File: src/rtl/mem_stage_pkg.sv
// Shared definitions for the MEM stage: access-size codes and FSM state encoding.
package mem_stage_pkg;

    // Access size codes carried on mem_size_i (2'b11 behaves as a word).
    localparam logic [1:0] MEM_B = 2'b00;
    localparam logic [1:0] MEM_H = 2'b01;
    localparam logic [1:0] MEM_W = 2'b10;

    // MEM stage sequencer states.
    typedef enum logic [1:0] {
        ST_IDLE = 2'd0,
        ST_REQ  = 2'd1,
        ST_WAIT = 2'd2,
        ST_DONE = 2'd3
    } mem_state_e;

endpackage

File: src/rtl/mem_stage_if.sv
// Data-memory bus between the MEM stage (master) and data memory (slave).
//
// Handshake: the master raises dmem_req_o and keeps addr/we/be/wdata
// constant until it samples dmem_gnt_i high on a rising clock edge; that
// edge completes the request. For reads the slave later returns exactly
// one dmem_rvalid_i pulse with dmem_rdata_i valid in the same cycle.
// gnt is only meaningful while req is high, rvalid only while a read is
// outstanding.
interface mem_stage_if #(
    parameter int ADDR_W = 32
) ();
    logic              dmem_req_o;
    logic              dmem_we_o;
    logic [ADDR_W-1:0] dmem_addr_o;
    logic [3:0]        dmem_be_o;
    logic [31:0]       dmem_wdata_o;
    logic              dmem_gnt_i;
    logic              dmem_rvalid_i;
    logic [31:0]       dmem_rdata_i;

    modport master (
        output dmem_req_o, dmem_we_o, dmem_addr_o, dmem_be_o, dmem_wdata_o,
        input  dmem_gnt_i, dmem_rvalid_i, dmem_rdata_i
    );

    modport slave (
        input  dmem_req_o, dmem_we_o, dmem_addr_o, dmem_be_o, dmem_wdata_o,
        output dmem_gnt_i, dmem_rvalid_i, dmem_rdata_i
    );
endinterface

File: src/rtl/mem_stage_lsu_align.sv
// Combinational lane logic: store byte-enables / lane replication /
// misalignment detection, and load lane extraction with sign/zero extension.
module lsu_align
    import mem_stage_pkg::*;
(
    input  logic [1:0]  st_addr_lo_i,
    input  logic [1:0]  st_size_i,
    input  logic [31:0] st_data_i,
    output logic [3:0]  be_o,
    output logic [31:0] wdata_o,
    output logic        misalign_o,
    input  logic [1:0]  ld_addr_lo_i,
    input  logic [1:0]  ld_size_i,
    input  logic        ld_unsigned_i,
    input  logic [31:0] rdata_i,
    output logic [31:0] ld_data_o
);

    logic [31:0] ld_shifted;

    // Store side: enable the addressed lanes and replicate the data across them.
    always_comb begin
        be_o       = 4'b1111;
        wdata_o    = st_data_i;
        misalign_o = 1'b0;
        case (st_size_i)
            MEM_B: begin
                be_o    = 4'b0001 << st_addr_lo_i;
                wdata_o = {4{st_data_i[7:0]}};
            end
            MEM_H: begin
                be_o       = 4'b0011 << st_addr_lo_i;
                wdata_o    = {2{st_data_i[15:0]}};
                misalign_o = st_addr_lo_i[0];
            end
            default: begin
                misalign_o = |st_addr_lo_i;
            end
        endcase
    end

    assign ld_shifted = rdata_i >> {ld_addr_lo_i, 3'b000};

    // Load side: take the addressed lanes down to bit 0 and extend to 32 bits.
    always_comb begin
        ld_data_o = ld_shifted;
        case (ld_size_i)
            MEM_B: ld_data_o = ld_unsigned_i ? {24'd0, ld_shifted[7:0]}
                                             : {{24{ld_shifted[7]}}, ld_shifted[7:0]};
            MEM_H: ld_data_o = ld_unsigned_i ? {16'd0, ld_shifted[15:0]}
                                             : {{16{ld_shifted[15]}}, ld_shifted[15:0]};
            default: ld_data_o = ld_shifted;
        endcase
    end

endmodule

File: src/rtl/mem_stage.sv
// MEM stage of the 5-stage pipeline: sequences loads/stores on the data bus,
// passes ALU results through, and drives the MEM/WB payload and stall.
// ADDR_W must not exceed 32 (the address comes from the 32-bit ALU result).
module mem_stage
    import mem_stage_pkg::*;
#(
    parameter int ADDR_W = 32
) (
    input  logic        clk,
    input  logic        rst_n,
    input  logic [31:0] result_i,
    input  logic [31:0] store_data_i,
    input  logic [4:0]  rd_i,
    input  logic        wb_en_i,
    input  logic        read_en_i,
    input  logic        update_en_i,
    input  logic [1:0]  mem_size_i,
    input  logic        mem_unsigned_i,
    mem_stage_if.master dmem,
    output logic        wb_valid_o,
    output logic        wb_en_o,
    output logic [4:0]  rd_o,
    output logic [31:0] wb_data_o,
    output logic        misalign_o,
    output logic        stall_o,
    output mem_state_e  state_o
);

    mem_state_e state_q, state_d;

    // Latched request (held stable for the whole bus transaction)
    logic [ADDR_W-1:0] addr_q, addr_d;
    logic [1:0]        addr_lo_q, addr_lo_d;
    logic [3:0]        be_q, be_d;
    logic [31:0]       wdata_q, wdata_d;
    logic              we_q, we_d;
    logic [1:0]        size_q, size_d;
    logic              uns_q, uns_d;
    logic [4:0]        req_rd_q, req_rd_d;
    logic              req_wb_en_q, req_wb_en_d;

    // MEM/WB payload registers
    logic              wb_valid_q, wb_valid_d;
    logic              wb_en_q, wb_en_d;
    logic [4:0]        wb_rd_q, wb_rd_d;
    logic [31:0]       wb_data_q, wb_data_d;
    logic              misalign_q, misalign_d;

    logic              op_present;
    logic              mem_op;
    logic [3:0]        al_be;
    logic [31:0]       al_wdata;
    logic              al_misalign;
    logic [31:0]       ld_data;

    assign op_present = wb_en_i | read_en_i | update_en_i;
    assign mem_op     = read_en_i | update_en_i;

    lsu_align u_align (
        .st_addr_lo_i  (result_i[1:0]),
        .st_size_i     (mem_size_i),
        .st_data_i     (store_data_i),
        .be_o          (al_be),
        .wdata_o       (al_wdata),
        .misalign_o    (al_misalign),
        .ld_addr_lo_i  (addr_lo_q),
        .ld_size_i     (size_q),
        .ld_unsigned_i (uns_q),
        .rdata_i       (dmem.dmem_rdata_i),
        .ld_data_o     (ld_data)
    );

    // Next-state and next-register logic; IDLE and DONE both accept a new op.
    always_comb begin
        state_d     = state_q;
        addr_d      = addr_q;
        addr_lo_d   = addr_lo_q;
        be_d        = be_q;
        wdata_d     = wdata_q;
        we_d        = we_q;
        size_d      = size_q;
        uns_d       = uns_q;
        req_rd_d    = req_rd_q;
        req_wb_en_d = req_wb_en_q;
        wb_valid_d  = 1'b0;
        wb_en_d     = wb_en_q;
        wb_rd_d     = wb_rd_q;
        wb_data_d   = wb_data_q;
        misalign_d  = 1'b0;

        case (state_q)
            ST_IDLE, ST_DONE: begin
                state_d = ST_IDLE;
                if (op_present) begin
                    if (mem_op) begin
                        if (al_misalign) begin
                            misalign_d = 1'b1;
                        end else begin
                            addr_d      = {result_i[ADDR_W-1:2], 2'b00};
                            addr_lo_d   = result_i[1:0];
                            be_d        = al_be;
                            wdata_d     = al_wdata;
                            we_d        = update_en_i & ~read_en_i;
                            size_d      = mem_size_i;
                            uns_d       = mem_unsigned_i;
                            req_rd_d    = rd_i;
                            req_wb_en_d = wb_en_i;
                            state_d     = ST_REQ;
                        end
                    end else begin
                        wb_valid_d = 1'b1;
                        wb_en_d    = wb_en_i;
                        wb_rd_d    = rd_i;
                        wb_data_d  = result_i;
                    end
                end
            end
            ST_REQ: begin
                if (dmem.dmem_gnt_i) begin
                    if (we_q) begin
                        state_d    = ST_DONE;
                        wb_valid_d = 1'b1;
                        wb_en_d    = 1'b0;
                        wb_rd_d    = req_rd_q;
                    end else begin
                        state_d = ST_WAIT;
                    end
                end
            end
            ST_WAIT: begin
                if (dmem.dmem_rvalid_i) begin
                    state_d    = ST_DONE;
                    wb_valid_d = 1'b1;
                    wb_en_d    = req_wb_en_q;
                    wb_rd_d    = req_rd_q;
                    wb_data_d  = ld_data;
                end
            end
            default: state_d = ST_IDLE;
        endcase
    end

    // State and payload registers, cleared asynchronously.
    always_ff @(posedge clk or negedge rst_n) begin
        if (!rst_n) begin
            state_q     <= ST_IDLE;
            addr_q      <= '0;
            addr_lo_q   <= 2'b00;
            be_q        <= 4'b0000;
            wdata_q     <= 32'd0;
            we_q        <= 1'b0;
            size_q      <= 2'b00;
            uns_q       <= 1'b0;
            req_rd_q    <= 5'd0;
            req_wb_en_q <= 1'b0;
            wb_valid_q  <= 1'b0;
            wb_en_q     <= 1'b0;
            wb_rd_q     <= 5'd0;
            wb_data_q   <= 32'd0;
            misalign_q  <= 1'b0;
        end else begin
            state_q     <= state_d;
            addr_q      <= addr_d;
            addr_lo_q   <= addr_lo_d;
            be_q        <= be_d;
            wdata_q     <= wdata_d;
            we_q        <= we_d;
            size_q      <= size_d;
            uns_q       <= uns_d;
            req_rd_q    <= req_rd_d;
            req_wb_en_q <= req_wb_en_d;
            wb_valid_q  <= wb_valid_d;
            wb_en_q     <= wb_en_d;
            wb_rd_q     <= wb_rd_d;
            wb_data_q   <= wb_data_d;
            misalign_q  <= misalign_d;
        end
    end

    assign dmem.dmem_req_o   = (state_q == ST_REQ);
    assign dmem.dmem_we_o    = we_q;
    assign dmem.dmem_addr_o  = addr_q;
    assign dmem.dmem_be_o    = be_q;
    assign dmem.dmem_wdata_o = wdata_q;

    assign stall_o    = (state_q == ST_REQ) || (state_q == ST_WAIT);
    assign wb_valid_o = wb_valid_q;
    assign wb_en_o    = wb_en_q;
    assign rd_o       = wb_rd_q;
    assign wb_data_o  = wb_data_q;
    assign misalign_o = misalign_q;
    assign state_o    = state_q;

endmodule

File: src/flat_wrapper.sv
// flat-port wrapper written by rule: the top's interface ports become plain ports
module mem_stage_flat import mem_stage_pkg::*;
#(
    parameter int ADDR_W = 32
)
  (clk, rst_n, result_i, store_data_i, rd_i, wb_en_i, read_en_i, update_en_i, mem_size_i, mem_unsigned_i, wb_valid_o, wb_en_o, rd_o, wb_data_o, misalign_o, stall_o, state_o, dmem_dmem_req_o, dmem_dmem_we_o, dmem_dmem_addr_o, dmem_dmem_be_o, dmem_dmem_wdata_o, dmem_dmem_gnt_i, dmem_dmem_rvalid_i, dmem_dmem_rdata_i);
  mem_stage_if #(.ADDR_W(ADDR_W)) dmem_i ();
  input  logic clk;
  input  logic rst_n;
  input  logic [31:0] result_i;
  input  logic [31:0] store_data_i;
  input  logic [4:0] rd_i;
  input  logic wb_en_i;
  input  logic read_en_i;
  input  logic update_en_i;
  input  logic [1:0] mem_size_i;
  input  logic mem_unsigned_i;
  output logic wb_valid_o;
  output logic wb_en_o;
  output logic [4:0] rd_o;
  output logic [31:0] wb_data_o;
  output logic misalign_o;
  output logic stall_o;
  output mem_state_e state_o;
  output wire logic [$bits(dmem_i.dmem_req_o)-1:0] dmem_dmem_req_o;
  output wire logic [$bits(dmem_i.dmem_we_o)-1:0] dmem_dmem_we_o;
  output wire logic [$bits(dmem_i.dmem_addr_o)-1:0] dmem_dmem_addr_o;
  output wire logic [$bits(dmem_i.dmem_be_o)-1:0] dmem_dmem_be_o;
  output wire logic [$bits(dmem_i.dmem_wdata_o)-1:0] dmem_dmem_wdata_o;
  input wire logic [$bits(dmem_i.dmem_gnt_i)-1:0] dmem_dmem_gnt_i;
  input wire logic [$bits(dmem_i.dmem_rvalid_i)-1:0] dmem_dmem_rvalid_i;
  input wire logic [$bits(dmem_i.dmem_rdata_i)-1:0] dmem_dmem_rdata_i;
  assign dmem_dmem_req_o = dmem_i.dmem_req_o;
  assign dmem_dmem_we_o = dmem_i.dmem_we_o;
  assign dmem_dmem_addr_o = dmem_i.dmem_addr_o;
  assign dmem_dmem_be_o = dmem_i.dmem_be_o;
  assign dmem_dmem_wdata_o = dmem_i.dmem_wdata_o;
  assign dmem_i.dmem_gnt_i = dmem_dmem_gnt_i;
  assign dmem_i.dmem_rvalid_i = dmem_dmem_rvalid_i;
  assign dmem_i.dmem_rdata_i = dmem_dmem_rdata_i;
  mem_stage #(.ADDR_W(ADDR_W)) u_core (.clk(clk), .rst_n(rst_n), .result_i(result_i), .store_data_i(store_data_i), .rd_i(rd_i), .wb_en_i(wb_en_i), .read_en_i(read_en_i), .update_en_i(update_en_i), .mem_size_i(mem_size_i), .mem_unsigned_i(mem_unsigned_i), .dmem(dmem_i), .wb_valid_o(wb_valid_o), .wb_en_o(wb_en_o), .rd_o(rd_o), .wb_data_o(wb_data_o), .misalign_o(misalign_o), .stall_o(stall_o), .state_o(state_o));
endmodule
File: config.mk
export PLATFORM = sky130hd
export DESIGN_NAME = mem_stage_flat
export DESIGN_NICKNAME = d
export VERILOG_FILES = /design/src/rtl/mem_stage_pkg.sv /design/src/rtl/mem_stage_if.sv /design/src/rtl/mem_stage_lsu_align.sv /design/src/rtl/mem_stage.sv /design/src/flat_wrapper.sv
export SDC_FILE = /design/constraint.sdc
export NUM_CORES = 1
export LEC_CHECK = 0
export BUFFER_PORTS_ARGS = -buffer_cell sky130_fd_sc_hd__buf_2
export CAP_MARGIN = 5
export CORE_MARGIN = 1
export CORE_UTILIZATION = 45
export CTS_CLUSTER_SIZE = 25
export DETAILED_ROUTE_END_ITERATION = 10
export PLACE_DENSITY = 0.82
export SKIP_CTS_REPAIR_TIMING = 1
export SKIP_LAST_GASP = 1
export SLEW_MARGIN = 20
export SYNTH_ARGS = -nofsm -noshare
export SYNTH_HDL_FRONTEND = slang
export SYNTH_HIERARCHICAL = 1
export SYNTH_SLANG_ARGS = --single-unit
File: constraint.sdc
create_clock -name clk -period 2.5 [get_ports clk]
set_clock_uncertainty 0.1 [all_clocks]
set_input_delay 0 -clock clk [delete_from_list [all_inputs] [get_ports clk]]
set_output_delay 0 -clock clk [all_outputs]
set_load 0.005 [all_outputs]
# After elaboration in Yosys (flattened, before gate mapping)
# Index checks and enable logic that the tools add are counted.
[totals]
register_bits = 120
inputBits = 111
out_inout_bits = 113
wordCells = 84
[op_classes]
eq_ne = 10
shifts = 3
mux = 39
n_bitwise = 6
reduce_logical = 11
[ops]
columns = ["operator", "n"]
rows = [
  ["one-hot mux 32 bit (2 select lines)", 3],
  ["two-way mux 32 bit", 5],
  [">> shifter 32 x 5 -> 32 bit", 1],
  ["two-way mux 5 bit", 5],
  ["two-way mux 1 bit", 16],
  ["one-hot mux 5 bit (3 select lines)", 1],
  ["two-way mux 2 bit", 4],
  ["one-hot mux 4 bit (2 select lines)", 1],
  ["AND reduction 4 bit", 2],
  ["== test 2 x 1 -> 1 bit (second input constant)", 3],
  ["zero test 2 bit", 3],
  ["inequality test 2 x 1 -> 1 bit (second input constant)", 3],
  ["one-hot mux 1 bit (3 select lines)", 2],
  ["one-hot mux 2 bit (3 select lines)", 1],
  ["AND reduction 5 bit", 1],
  ["== test 2 bit (second input constant)", 2],
  ["inequality test 2 bit (second input constant)", 2],
  ["OR reduction 2 bit", 2],
  ["left shift 1 x 2 -> 4 bit (first input constant)", 1],
  ["left shift 2 x 2 -> 4 bit (first input constant)", 1],
  ["bitwise OR 1 bit", 3],
  ["NOT 1 bit", 2],
  ["one-hot mux 1 bit (2 select lines)", 1],
  ["AND reduction 2 bit", 1],
  ["3 further kinds", 3],
]

# Longest topological paths before layout
# Gate-level depths: netlist of the first run.
[depth]
ltp_word = 6
depth_mapped = 9
mapped_depth_nobuf = 5

# Modules after synthesis
# The synthesis of the first run kept the hierarchy.
[modules_own_cells]
columns = ["module", "instances", "cells_each", "area_each_um2", "seq_area_each_um2"]
rows = [
  ["mem_stage", 1, 343, 5132.4, 3002.9],
  ["lsu_align", 1, 167, 1241.2, 0.0],
]

# Worst setup path after synthesis of the first run
# Ideal clock, no wire load.
[synth_path]
path_type = "reg2reg"
start = "reg u_core.state_q[0], in the netlist u_core/state_o[0]"
end = "reg u_core.wb_data_q[10], in the netlist u_core/wb_data_o[10]"
setup_ns = 0.125
t_arrival_ns = 1.821
t_required_ns = 2.275
setup_slack_ns = 0.454
path_stages_with_launch = 8
n_path_buf = 2
period_less_slack_ns = 2.046
cell_sequence = "dfrtp_1 inv_1 ha_1 buf_2 and2b_1 a211oi_4 buf_6 mux2_2"
[synth_via]
elab_chain_cells = 4
word_cells_on_any_way = 10
classes_between = "eq/ne: 5; mux: 1; reduce/logical: 4"
[synth_lines]
columns = ["element", "line", "text"]
rows = [
  ["from (decl)", "mem_stage.sv:29", "mem_state_e state_q, state_d;"],
  ["from (signal assigned)", "mem_stage.sv:162", "state_q <= state_d;"],
  ["== test 2 bit / zero test 2 bit (equally long branches)", "mem_stage.sv:91", "case (state_q)"],
  ["OR reduction 2 bit", "mem_stage.sv:91", ""],
  ["inequality test 2 x 1 -> 1 bit (no source line), or another cell as far along", "n/a", ""],
  ["AND reduction 4 bit (no source line)", "n/a", ""],
  ["to (signal assigned)", "mem_stage.sv:175", "wb_data_q <= wb_data_d;"],
  ["to (decl)", "mem_stage.sv:46", "logic [31:0] wb_data_q, wb_data_d;"],
]
# Several ways; a longest one is shown, not always the timed one.
# A chain may end at the register's enable or synchronous reset.

# Worst setup path after layout of the first run
[layout_path]
start = "reg u_core.state_q[0], in the netlist u_core/state_o[0]"
end = "reg u_core.we_q, in the netlist u_core/dmem.dmem_we_o"
[layout_via]
elab_chain_cells = 3
word_cells_on_any_way = 4
classes_between = "eq/ne: 1; reduce/logical: 3"
[layout_lines]
columns = ["element", "line", "text"]
rows = [
  ["== test 2 bit / zero test 2 bit (equally long branches)", "mem_stage.sv:91", ""],
  ["OR reduction 2 bit *", "mem_stage.sv:91", ""],
  ["AND reduction 4 bit (no source line) *", "n/a", ""],
  ["to (signal assigned)", "mem_stage.sv:167", "we_q <= we_d;"],
  ["to (decl)", "mem_stage.sv:36", "logic we_q, we_d;"],
]
# Every way passes the cells marked *; elsewhere a longest branch is shown, timed or not.

==> results.md, run 1 <==
* Status: finished with violations
* Failing checks: hold timing
* Setup crit end kind: register
* Clock power frac at 0.206
* RSZ-0062 raised after global routing: no
* P_leak at 4.12 nW
* Worst Path Arrival at 2500 ps
* H-Tree Depth at 4
* Post-synthesis simple-gate area fraction at 0.0601
* # clock sinks at 120
* Initial antenna violation count at 0
* Slew Viols, Final at 0
* IO buf count at 221
* 1st-iter DRT viols at ~370
* Mux cell area share after synthesis at 0.325
* Clk slew on worst S/H paths at 60 ps
* Post-Synth XOR/XNOR Area at 0.00137
* Ys flop type: dfrtp_1
* M1 WL at 7540 µm
* P_int at 7.63 mW
* Met2 wire length at around 9200 µm
* WP buf/inv at 3
* HP Class: in -> reg
* Rows at 43
* Top sig layer: met4
* MaxCap Viol Count at 0
* DRC violation count after routing at 0
* Total power per unit cell area at 1310 nW/µm²
* Vias in the first global route at 4909
* Sequential share of power at 0.303
* GR Overflow Total at 0
* CP delay by family, top: buffers and inverters
* Register area share after synthesis at 0.471
* WP data required at 2740 ps
* Ports at 224
* Critical path type: reg -> reg
* Sw Share at 0.351
* Post-Syn Area at 6370 µm²
* Share of layout cells above drive strength 1 at 0.551
* Synth async-reset ratio at 1.00
* Switch Pwr at about 4.1 mW
* Die H at about 120 µm
* Via density at 5.37
* Final setup violation count at 0
* First-pass GRT wire length at 26000 µm
* DRT Pass-1 Iters at 5
* Slowest-stage cell, CP: dlygate4sd3_1
* Routability congestion estimate at 0.856
* CTS tree: yes
* Synth Area in Adders at 0.00393
* Clk Latency, worst-skew pair at 410 ps
* Fin nets at 916
* WHS at -37.0 ps
* Most frequent CP cell: a21oi_1
* Largest family of logic cells by synthesized area: multiplexers
* HPWL Detailed at 11600 µm
* Gate power share at 0.491
* Avg Cell Area, Syn at 12.5 µm²
* Filler instances at 1022
* CTS Buf Count at 17
* Synthesized instance count at 510
* Post-route ant nets at 0
* Hold Vio Cnt, Final at 1
* Routed vias at 5348
* Startpoint Class: register
* Die Area at 14600 µm²
* GRT Overall Usage at 0.231
* Worst-Margin Slew at between 800 and 900 ps
* Worst path max stage delay at 570 ps
* Fmax at 443 MHz
* Cell variety after synth at roughly 40
* Compound-Gate Fraction of Synth Area at 0.0905
* Area grow syn2layout at 41.3%
* Final wirelength at 18200 µm
* Core Region at 13800 µm²
* Wire length per cell at 18.3 µm
* Post-Route Setup TNS at 0 ps
* Worst-path maximum fanout at 14
* Minimum clock period after layout at about 2300 ps
* CTS Buffer Depth at 2
* Worst path cell trace: inv_1 > ha_2 > buf_4 > nor2b_1 > a21oi_1 > a21oi_1 > dlygate4sd3_1
* Post-route clock period utilization at 0.903
* Starting density of the core at 0.461
* Synth warnings at 6
* Rel. slew slack at 0.458
* Ant diodes at 0
* Synthesized flop and latch total at 120
* Pwr Total at 11.8 mW
* Peak VDD IR at around 0.00080 V
* Met3 WL at roughly 1100 µm
* Die W at between 100 and 150 µm
* Largest net degree at the start of global routing at 61
* Post-synth EDFFs at 0
* Clk root buf: clkbuf_16
-- logic make-up after synthesis --
family                     after synthesis
buffers and inverters                   54
DFF                                    120
AOI/OAI and AO/OA                       81
and+or+nand+nor                         65
xor gates and xnor gates                 1
muxes                                  186
adders and majority gates                2
other                                    1
-- cells in the mapped netlist, drive strengths merged (2+ instances only) --
cell | n | area, µm²
mux2i | 25 | 250
dfrtp | 120 | 3000
or2 | 11 | 68.8
ha | 2 | 25.0
and2b | 2 | 15.0
o221ai | 2 | 35.0
inv | 10 | 37.5
nand2b | 3 | 18.8
o22ai | 9 | 56.3
a21oi | 28 | 140
nor4 | 5 | 31.3
or4b | 5 | 50.1
buf | 33 | 224
o21ai | 10 | 50.1
a221oi | 6 | 70.1
mux2 | 161 | 1820
o21bai | 2 | 15.0
o2bb2ai | 8 | 70.1
a211oi | 9 | 80.1
clkbuf | 11 | 41.3
o32ai | 5 | 43.8
nand2 | 14 | 52.6
nor2 | 12 | 57.6
nor2b | 10 | 62.6
-- per-stage QoR --
stage | cell area (µm²) | std cells | util | worst slack (ps)
6_report | 9010 | 996 | 0.652 | 241
4_1_cts | 8190 | 914 | 0.592 | 352
3_5_place_dp | 7600 | 882 | 0.550 | 371
2_1_floorplan | 6380 | 511 | - | 454
3_3_place_gp | 7600 | 882 | 0.550 | 412
5_1_grt | 9010 | 996 | 0.652 | 59.9
-- final cells by class --
type	count	area, µm²	share of cell area
inverters	10	37.5	0.00417
clock inverters	13	146	0.0162
multi-input cells	337	3080	0.342
clock buffers	19	443	0.0492
well taps	180	225	0.0250
repair buffers	317	2070	0.230
flip-flops and latches	120	3000	0.333
-- power by group through the flow --
stage / combinational [mW] / sequential [mW] / clock, mW
6_report: 5.77 / 3.56 / 2.43
5_1_grt: 6.23 / 3.69 / 2.56
4_1_cts: 5.58 / 3.54 / 2.47
3_5_place_dp: 5.54 / 3.55 / 0
3_3_place_gp: 5.43 / 3.50 / 0
2_1_floorplan: 3.75 / 3.58 / 0
-- worst register-to-register path: stages (launching register included) --
cell and delay, ps:
dfrtp_1 380, inv_1 70, ha_2 410, buf_4 220, nor2b_1 220, a21oi_1 100, a21oi_1 130, dlygate4sd3_1 570
-- registers in the layout, summed over array words and instances (netlist names), 2 cells and up --
signal / cells
u_core/dmem.dmem_wdata_o: 32
u_core/wb_data_o: 32
u_core/dmem.dmem_addr_o: 30
u_core/rd_o: 5
u_core/req_rd_q: 5
u_core/dmem.dmem_be_o: 4
u_core/addr_lo_q: 2
u_core/size_q: 2
u_core/state_o: 2
-- final timing paths --
path	from	end	slack [ps]	cells after the start
max	u_core/state_o[0]$_DFFE_PN0P_	u_core/dmem.dmem_we_o$_DFFE_PN0P_	240	7
min reg2reg	u_core/wb_data_o[6]$_DFFE_PN0P_	u_core/wb_data_o[6]$_DFFE_PN0P_	400	1
min	update_en_i	u_core/misalign_o$_DFF_PN0_	-40	3
max reg2reg	u_core/state_o[0]$_DFFE_PN0P_	u_core/dmem.dmem_we_o$_DFFE_PN0P_	240	7
max in group asynchronous	rst_n	u_core/rd_o[0]$_DFFE_PN0P_	1410	3
min in group asynchronous	rst_n	u_core/dmem.dmem_addr_o[21]$_DFFE_PN0P_	140	2
-- cells in the final DEF, fill, tap and decap left out, types with 5 or more instances in the layout --
cell type,instances
buf_2,220
o22ai_1,9
o2bb2ai_1,8
inv_1,10
o32ai_1,5
clkinvlp_4,5
nor2_1,8
dfrtp_1,120
mux2_2,157
or4b_2,5
nand2_1,14
nor4_1,5
nor2b_1,10
o21ai_0,10
dlygate4sd3_1,82
a211oi_1,8
or2_2,11
mux2i_1,25
clkbuf_16,17
buf_4,12
a21oi_1,28
a221oi_1,5
-- layer usage --
layer | GRT usage | up-vias
li1 | - | 2456
met1 | 0.294 | 2630
met2 | 0.379 | 228
met3 | 0.0639 | 34
met4 | 0.0748 | 0
met5 | 0 | -
No activity file was read; power rests on OpenSTA's default activity.
==> run 2, diff against run 1 <==
Settings changed: CORE_ASPECT_RATIO set to 2, PLACE_DENSITY 0.82 to 0.84, SYNTH_HIERARCHICAL 1 to unset.
==> run 2 against run 1 <==
  * The flow still finishes with violations (hold timing)
  * Synthesized cell count up 20%
  * Die area shrank 9.5%
  * Routed wire length is 12% higher
  * Largest cell class is now registers
==> results.md, run 2 <==
* DRC violation count after routing at 0
* Ys flop type: dfrtp_1
* Routability congestion estimate at 0.929
* WP data required at around 2700 ps
* CTS Buf Count at 17
* Synthesized flop and latch total at 120
* Sw Share at 0.384
* IO buf count at 221
* Worst Path Arrival at 2590 ps
* HPWL Detailed at 13500 µm
* Cell variety after synth at 42
* Worst hold start: dmem_dmem_rdata_i[8]
* Setup crit end kind: register
* Failing checks: hold timing
* WHS at -19.1 ps
* Area grow syn2layout at 50.7%
* Most frequent cells in the layout: 220 x buf_2, 188 x nand2_1, 120 x dfrtp_1, 95 x dlygate4sd3_1, 49 x a21oi_1
* Vias in the first global route at 5411
* GRT Overall Usage at 0.279
* Critical path type: reg -> reg
* Largest net degree at the start of global routing at 47
* RSZ-0062 raised after global routing: no
* Most frequent cells after synthesis: 188 x nand2_1, 120 x dfrtp_1, 49 x a21oi_1
* Initial antenna violation count at 0
* Rel. slew slack at 0.568
* P_leak at 4.24 nW
* Synthesized instance count at 613
* Clk slew on worst S/H paths at approximately 60 ps
* CTS tree: yes
* Die W at 81.9 µm
* Share of layout cells above drive strength 1 at 0.327
* CTS Buffer Depth at 2
* Clk root buf: clkbuf_16
* Slew Viols, Final at 0
* Core Region at between 10000 and 15000 µm²
* Synth warnings at 0
* Post-Route Setup TNS at 0 ps
* Die H at 162 µm
* Minimum clock period after layout at 2350 ps
* Ports at 224
* Final setup violation count at 0
* Ranking of synthesized cells by area: dfrtp_1 52%, nand2_1 12%, mux2i_1 4.4%, a21oi_1 4.3%, o22ai_1 3.5%
* Wire length per cell at 18.8 µm
* Worst-Margin Slew at 646 ps
* Worst-path maximum fanout at 10
* Most frequent cell after synthesis: nand2_1
* Final wirelength at 20400 µm
* Reg2reg setup slack at 150 ps
* Clk Latency, worst-skew pair at 410 ps
* Clock power frac at 0.244
* DRT Pass-1 Iters at 8
* Post-Syn Area at ~5700 µm²
* Total power per unit cell area at roughly 1300 nW/µm²
* Via density at 5.55
* Status: finished with violations
* Avg Cell Area, Syn at approximately 9.4 µm²
* Startpoint Class: register
* Post-synth EDFFs at 0
* Synth area leader: dfrtp_1
* Die Area at roughly 13000 µm²
* Gate power share at 0.446
* GR Overflow Total at 0
* Worst Hold End: u_core.wb_data_o[8]$_DFFE_PN0P_
* # clock sinks at 120
* Ant diodes at 0
* Post-route clock period utilization at 0.941
* Commonest non-fill, non-tap cell in the layout: buf_2
* Starting density of the core at 0.460
* MaxCap Viol Count at 0
* First-pass GRT wire length at 27200 µm
* Hold Vio Cnt, Final at 1
* Fin nets at ~1000
* Fmax at 425 MHz
* Post-route ant nets at 0
* Routed vias at 6025
* Reg2reg path depth at 5
* H-Tree Depth at 4
* Rows at 58
* Synth async-reset ratio at 1.00
* HP Class: in -> reg
* Critical R2R Capture: u_core.wb_data_o[9]$_DFFE_PN0P_
* Hold Path Depth at 4
* Filler instances at approximately 900
* P_int at roughly 6.7 mW
* Peak VDD IR at 0.000816 V
* Area share of the largest cell type after synthesis at 0.523
* Register area share after synthesis at 0.523
* Switch Pwr at ~4.2 mW
* RR Startpoint: u_core.size_q[0]$_DFFE_PN0P_
* Sequential share of power at 0.311
* 1st-iter DRT viols at 381
run 2: critical path, cell delays in order (launching register included):
cell	delay [ps]
dfrtp_1	470
or2_2	280
nor2b_1	530
a32oi_1	160
dlygate4sd3_1	610
a21oi_1	130
run 2: final cells by class:
type,count,area [µm²],share of cell area
flip-flops and latches,120,3000,0.347
repair buffers,338,2270,0.263
clock inverters,13,193,0.0223
inverters,13,48.8,0.00564
well taps,150,188,0.0217
clock buffers,19,453,0.0523
multi-input cells,432,2500,0.288
run 2: power groups by stage:
stage               logic, mW  clock network [mW]  registers [mW]
global placement         4.46                   0            3.35
finish                   4.86                2.66            3.39
detailed placement       4.62                   0            3.38
floorplan                2.65                   0            3.40
global route             5.31                2.77            3.49
CTS                      4.63                2.67            3.36
run 2: worst max-delay path by stage:
stage                                              from                                  endpoint  slack, ps  cells past startpoint
after detailed placement  u_core.state_o[0]$_DFFE_PN0P_  u_core.dmem.dmem_wdata_o[28]$_DFFE_PN0P_        310                      6
after global routing       u_core.size_q[0]$_DFFE_PN0P_           u_core.wb_data_o[9]$_DFFE_PN0P_         20                      5
final                      u_core.size_q[0]$_DFFE_PN0P_           u_core.wb_data_o[9]$_DFFE_PN0P_        150                      5
after CTS                 u_core.state_o[0]$_DFFE_PN0P_  u_core.dmem.dmem_wdata_o[28]$_DFFE_PN0P_        300                      6
after floorplan           u_core.state_o[0]$_DFFE_PN0P_  u_core.dmem.dmem_wdata_o[30]$_DFFE_PN0P_        380                      9
after global placement    u_core.state_o[0]$_DFFE_PN0P_  u_core.dmem.dmem_wdata_o[28]$_DFFE_PN0P_        350                      6
run 2: layer usage:
metal / vias up / wire length (µm) / GRT usage
met5: - / 0 / 0
li1: 2729 / - / -
met3: 90 / 1120 / 0.0579
met4: 0 / 1290 / 0.185
met2: 323 / 11100 / 0.494
met1: 2883 / 6890 / 0.281
run 2: kinds of logic (layout without fill, tap and decap cells):
kind of cell,Yosys count,count (layout),share of synthesized area
AOI/OAI and AO/OA,134,134,0.151
xor gates and xnor gates,1,1,0.00153
adders and majority gates,2,2,0.00436
buffers and inverters,62,383,0.0449
DFF,120,120,0.523
muxes,49,49,0.106
other,1,2,0.000653
and+or+nand+nor,244,244,0.168
run 2: through the flow:
step | setup WS [ps] | std cells | total power [mW] | util | area [µm²]
after CTS | 303 | 990 | 10.7 | 0.617 | 7700
final | 147 | 1085 | 10.9 | 0.693 | 8660
after floorplan | 381 | 614 | 6.04 | - | 5750
after global placement | 355 | 958 | 7.80 | 0.566 | 7060
after global routing | 17.3 | 1085 | 11.6 | 0.693 | 8660
after detailed placement | 310 | 958 | 7.99 | 0.566 | 7060
